$ cat config.mk
export PLATFORM = sky130hd
export DESIGN_NAME = hall_speed_meter
export DESIGN_NICKNAME = d
export VERILOG_FILES = /design/src/rtl/hall_speed_meter.sv
export SDC_FILE = /design/constraint.sdc
export NUM_CORES = 1
export LEC_CHECK = 0
export CORE_ASPECT_RATIO = 1.1
export CORE_UTILIZATION = 56
export CTS_BUF_LIST = sky130_fd_sc_hd__clkbuf_16
export CTS_CLUSTER_SIZE = 12
export DETAILED_ROUTE_END_ITERATION = 16
export PLACE_DENSITY = 0.88
export RECOVER_POWER = 50
export REMOVE_ABC_BUFFERS = 1
export SLEW_MARGIN = 15
export SYNTH_ARGS = -nofsm -noshare
export SYNTH_HDL_FRONTEND = slang
export SYNTH_SLANG_ARGS = --single-unit
$ cat constraint.sdc
create_clock -name i_clk -period 3.55 [get_ports i_clk]
set_input_delay 0.71 -clock i_clk [delete_from_list [all_inputs] [get_ports i_clk]]
set_output_delay 0.71 -clock i_clk [all_outputs]
set_load 0.02 [all_outputs]
$ cat src/rtl/hall_speed_meter.sv
// hall_speed_meter
//   Measures motor speed as valid hall-sensor transitions per fixed gate window.
//   Hall inputs are synchronized, each change of the synchronized code is checked
//   against the 1->3->2->6->4->5->1 forward sequence, valid steps are counted
//   (13-bit saturating) and the count is published once per window.
//
//   Optional feature: define HALL_SPEED_FILTER_EN to publish the two-window
//   average (current + previous) >> 1 instead of the raw window count.
//
// Parameters
//   GATE_CYCLES   clocks per measurement window (2..2^20)
//   SYNC_STAGES   hall synchronizer depth (2..4)
// Ports
//   i_clk          clock
//   i_reset        synchronous active-high reset
//   i_enable       measurement enable; low holds counters at 0
//   i_hall[2:0]    asynchronous hall sensors {C,B,A}
//   o_speed[12:0]  valid hall transitions in the last window
//   o_speed_valid  one-cycle strobe when o_speed is updated
//   o_direction    1 = forward, 0 = reverse (last valid step)
//   o_hall_fault   sticky flag: illegal code or non-adjacent jump seen
//   o_hall_state   synchronized hall code
module hall_speed_meter #(
    parameter int unsigned GATE_CYCLES = 100000,
    parameter int unsigned SYNC_STAGES = 2
) (
    input  logic        i_clk,
    input  logic        i_reset,
    input  logic        i_enable,
    input  logic [2:0]  i_hall,
    output logic [12:0] o_speed,
    output logic        o_speed_valid,
    output logic        o_direction,
    output logic        o_hall_fault,
    output logic [2:0]  o_hall_state
);

    localparam int unsigned GW = (GATE_CYCLES > 1) ? $clog2(GATE_CYCLES) : 1;
    localparam logic [GW-1:0] GATE_LAST = GW'(GATE_CYCLES - 1);

    logic [2:0]    sync_q [SYNC_STAGES];
    logic [2:0]    hall_s;
    logic [2:0]    prev_state;
    logic          prev_loaded;
    logic [12:0]   edge_cnt;
    logic [GW-1:0] gate_cnt;

    logic          legal;
    logic          changed;
    logic          step_fwd;
    logic          step_rev;
    logic          valid_edge;
    logic          bad_step;
    logic          terminal;
    logic [12:0]   win_total;

    // Successor of a code in the forward rotation; 0 for illegal codes.
    function automatic logic [2:0] fwd_next(input logic [2:0] code);
        case (code)
            3'd1:    fwd_next = 3'd3;
            3'd3:    fwd_next = 3'd2;
            3'd2:    fwd_next = 3'd6;
            3'd6:    fwd_next = 3'd4;
            3'd4:    fwd_next = 3'd5;
            3'd5:    fwd_next = 3'd1;
            default: fwd_next = 3'd0;
        endcase
    endfunction

    assign hall_s       = sync_q[SYNC_STAGES-1];
    assign o_hall_state = hall_s;

    always_ff @(posedge i_clk) begin
        if (i_reset) begin
            for (int unsigned i = 0; i < SYNC_STAGES; i++) begin
                sync_q[i] <= '0;
            end
        end else begin
            sync_q[0] <= i_hall;
            for (int unsigned i = 1; i < SYNC_STAGES; i++) begin
                sync_q[i] <= sync_q[i-1];
            end
        end
    end

    always_comb begin
        legal      = (hall_s != 3'b000) && (hall_s != 3'b111);
        changed    = prev_loaded && (hall_s != prev_state);
        step_fwd   = changed && legal && (hall_s == fwd_next(prev_state));
        step_rev   = changed && legal && (prev_state == fwd_next(hall_s));
        valid_edge = step_fwd || step_rev;
        bad_step   = changed && !valid_edge;
        terminal   = (gate_cnt == GATE_LAST);
        // Edge on the terminal cycle still belongs to the closing window.
        win_total  = (edge_cnt == '1) ? edge_cnt : edge_cnt + 13'(valid_edge);
    end

`ifdef HALL_SPEED_FILTER_EN
    logic [12:0] prev_win;
    logic [13:0] win_sum;
    assign win_sum = {1'b0, win_total} + {1'b0, prev_win};
`endif

    always_ff @(posedge i_clk) begin
        if (i_reset) begin
            prev_state    <= '0;
            prev_loaded   <= 1'b0;
            edge_cnt      <= '0;
            gate_cnt      <= '0;
            o_speed       <= '0;
            o_speed_valid <= 1'b0;
            o_direction   <= 1'b0;
            o_hall_fault  <= 1'b0;
`ifdef HALL_SPEED_FILTER_EN
            prev_win      <= '0;
`endif
        end else if (!i_enable) begin
            prev_loaded   <= 1'b0;
            edge_cnt      <= '0;
            gate_cnt      <= '0;
            o_speed_valid <= 1'b0;
`ifdef HALL_SPEED_FILTER_EN
            prev_win      <= '0;
`endif
        end else begin
            // The reference code is only taken from a legal code, so the 000
            // left in the synchronizer by reset is never treated as a jump.
            // An illegal code leaves the last legal reference in place, so a
            // glitch back to the same code is neither counted nor re-flagged.
            if (!prev_loaded) begin
                if (legal) begin
                    prev_state  <= hall_s;
                    prev_loaded <= 1'b1;
                end
            end else if (changed && legal) begin
                prev_state <= hall_s;
            end

            if (step_fwd) begin
                o_direction <= 1'b1;
            end else if (step_rev) begin
                o_direction <= 1'b0;
            end

            if (bad_step) begin
                o_hall_fault <= 1'b1;
            end

            if (terminal) begin
`ifdef HALL_SPEED_FILTER_EN
                o_speed  <= win_sum[13:1];
                prev_win <= win_total;
`else
                o_speed  <= win_total;
`endif
                o_speed_valid <= 1'b1;
                edge_cnt      <= '0;
                gate_cnt      <= '0;
            end else begin
                o_speed_valid <= 1'b0;
                edge_cnt      <= win_total;
                gate_cnt      <= gate_cnt + GW'(1);
            end
        end
    end

endmodule

==> out/qor.yml <==
setup_path:
  cp_top_family: "simple AND/OR/NAND/NOR gates"
  path_class: "register to register"
  path_common_cell: "ha_1"
  crit_path_top_delay_cell: "a2111oi_1"
  path_cells: "or3_1 > a2111oi_1 > a31oi_1 > a21boi_1 > ha_1 > ha_1 > and3_1 > nor2b_2 > and4_1 > mux2i_1 > o22ai_1"
  critical_path_buf_inv_count: 0
  crit_required_ps: 3700
  slowest_delay_ps: 450
  cp-end-kind: "register"
  crit_path_max_fanout: 9
  start_kind: "register"
  arrival_ps: 3380
status:
  run_status: "completed"
routing:
  avgViaCountPerCell: 5.66
  drcViolationCount: 0
  firstDrtPassIters: 6
  wl_um: 4970
  via_count: 2090
  antenna_left: 0
  routedWlPerCell_um: 13.5
  dr.first_iter.drc_count: 193
sta:
  fin_skew_ps: 6.55
  finalCriticalPeriod_ps: 3230
  finalCritPeriodShare: 0.910
  rsz0062_at_grt: "no"
  drv_slew: 0
  final_hold_viol_count: 0
  fin_ws_ps: 319
  final-setup-viol-count: 0
  max_freq_ghz: 0.310
  worst_slew_pin_slew_ps: 1110
  max_slew_margin: 0.260
  fin_setup_tns_ps: 0
placement:
  gp_congestion: 0.870
  dp.cells: 361
  place_ws_ps: 287
  port_buffers: 24
  hpwlAfterDp_um: 3430
clock_network:
  clk_transition_reported_paths_ps: 70
  clk_latency_ps: 290
  cts_buffers: 5
  cts_root_buf: "clkbuf_16"
  cts_tree: "built"
  clk_path_buf_depth: 2
  cts.sinks: 56
  cts_htree_levels: 2
synthesis:
  synth_most_common_cell: "dfxtp_1"
  synth_ff_type: "dfxtp_1"
  synth-edff-count: 0
  synth_area_leader_cell: "dfxtp_1"
  synth_cell_types: 48
  postSynthAreaPerCell_um2: 8.64
  ys_warn_count: 0
  synthTopCellsByCount: "dfxtp_1, nor2_1, nand2_1"
  yosysSeqAreaShare: 0.435
  synth_area_leaders: "dfxtp_1, nor2_1, xnor2_1"
  netlist.area_leader.share: 0.435
  async_flop_share: 0
  ys_seq_elements: 56
  syn_area_mm2: 0.00257
  syn_inst: 298
global_route:
  track_usage: 0.221
  antenna_found_initial: 0
  grt_overflow: 0
  grt_max_degree: 28
  grt_pass1_wl_um: 8160
  grt_pass1_vias: 1890
cells_and_area:
  drive_above_1_share: 0.0444
  final_util: 0.673
  diodes: 0
  multiInputGateArea_mm2: 0.00130
  fillCellCount: 350
  regArea_mm2: 0.00112
  nNetsFinal: 323
  areaGrowthSynthToFinish_pct: 13.7
  final_cells: 369
hold_path:
  holdCritPathClass: "register to register"
power_and_ir_drop:
  netSwitchingFraction: 0.222
  power_uw: 1190
  powerDensity_mw_per_mm2: 405
  pwr-share-clk: 0.397
  leakage_uw: 0.00105
  p_int_uw: 922
  ir_worst_vdd_mv: 0.353
  pwr-share-comb: 0.054
  p_switching_uw: 264
  seq_power_share: 0.548
floorplan:
  die-area_mm2: 0.00487
  core_area_mm2: 0.00435
  die_height_um: 73.1
  dieWidth_um: 66.7
  start_util: 0.592
  floorplan.rows: 25
  io_pins: 25
job:
  drv_cap: 0
-- metal layers --
layer / GRT usage / wire length, µm / vias up
li1: - / - / 1057
met1: 0.271 / 2220 / 985
met2: 0.373 / 2510 / 44
met3: 0.0578 / 203 / 4
met4: 0.0709 / 30 / 0
met5: 0 / 0 / -
-- area by class of cell --
cell class / count / share of cell area
well taps: 54 / 0.0231
flip-flops and latches: 56 / 0.383
multi-input cells: 212 / 0.443
clock buffers: 5 / 0.0427
repair buffers: 28 / 0.0885
inverters: 11 / 0.0141
clock inverters: 3 / 0.00513
-- power by group through the flow --
stage	sequential, µW	clock (µW)	combinational [µW]
final	650	471	64.2
after global routing	652	509	70.4
after CTS	650	479	66.2
after detailed placement	664	0	65.7
after global placement	663	0	63.9
after floorplan	664	0	35.5
-- final timing paths --
| path | start | cells past startpoint | slack (ps) | endpoint |
|---|---|---|---|---|
| min | sync_q[0][2]$_SDFF_PP0_ | 1 | 450 | sync_q[0][5]$_SDFF_PP0_ |
| max | prev_state[1]$_SDFFE_PP0P_ | 11 | 320 | o_speed[10]$_SDFFE_PP0P_ |
| min reg2reg | sync_q[0][2]$_SDFF_PP0_ | 1 | 450 | sync_q[0][5]$_SDFF_PP0_ |
| max reg2reg | prev_state[1]$_SDFFE_PP0P_ | 11 | 320 | o_speed[10]$_SDFFE_PP0P_ |
-- placed cells by master, fill, tap and decap left out, drive strengths merged, types with 4 or more instances in the layout --
cell / n
clkdlybuf4s50: 4
xor2: 12
nand2b: 7
nor3: 5
a31oi: 5
nand3: 16
dfxtp: 56
nand4: 6
nor2: 47
nand2: 19
inv: 12
and4: 5
clkbuf: 8
a21oi: 8
nor2b: 10
xnor2: 13
dlygate4sd3: 20
o22ai: 6
and3: 7
o211ai: 5
o21ai: 8
-- registers in the layout, indices dropped and copies added, names as in the netlist --
| register | cells |
|---|---|
| o_hall_fault | 1 |
| edge_cnt | 13 |
| sync_q | 6 |
| prev_loaded | 1 |
| o_speed | 13 |
| gate_cnt | 17 |
| o_speed_valid | 1 |
| prev_state | 3 |
| o_direction | 1 |
-- worst register-to-register path: cells and delay by family, from the launching register on --
kind,cells,cell delay (ps)
and+or+nand+nor,4,1100
DFF,1,420
muxes,1,240
AOI/OAI and AO/OA,4,910
adders and majority gates,2,430
-- what timing repair did --
action	in CTS	in global routing
hold buffers	0	0
resized for setup	0	3
buffers inserted	0	0
setup endpoints to repair	0	3
-- cell families (layout without fill, tap and decap cells) --
| family | after synthesis | in the layout | synth area share |
|---|---|---|---|
| XOR/XNOR | 25 | 25 | 0.0850 |
| adder cells (fa/ha/maj) | 3 | 3 | 0.0146 |
| flip-flops | 56 | 56 | 0.435 |
| multiplexers | 3 | 3 | 0.0117 |
| buffers and inverters | 30 | 47 | 0.0588 |
| AND/OR/NAND/NOR | 136 | 136 | 0.273 |
| AO/OA/AOI/OAI | 45 | 45 | 0.121 |
-- through the flow --
step,hold slack [ps],instance area [µm²]
floorplan,414,2460
global placement,416,2800
detailed placement,429,2800
CTS,448,2940
global route,459,2930
finish,447,2930
Note: power is estimated with default switching activity, not from simulation.
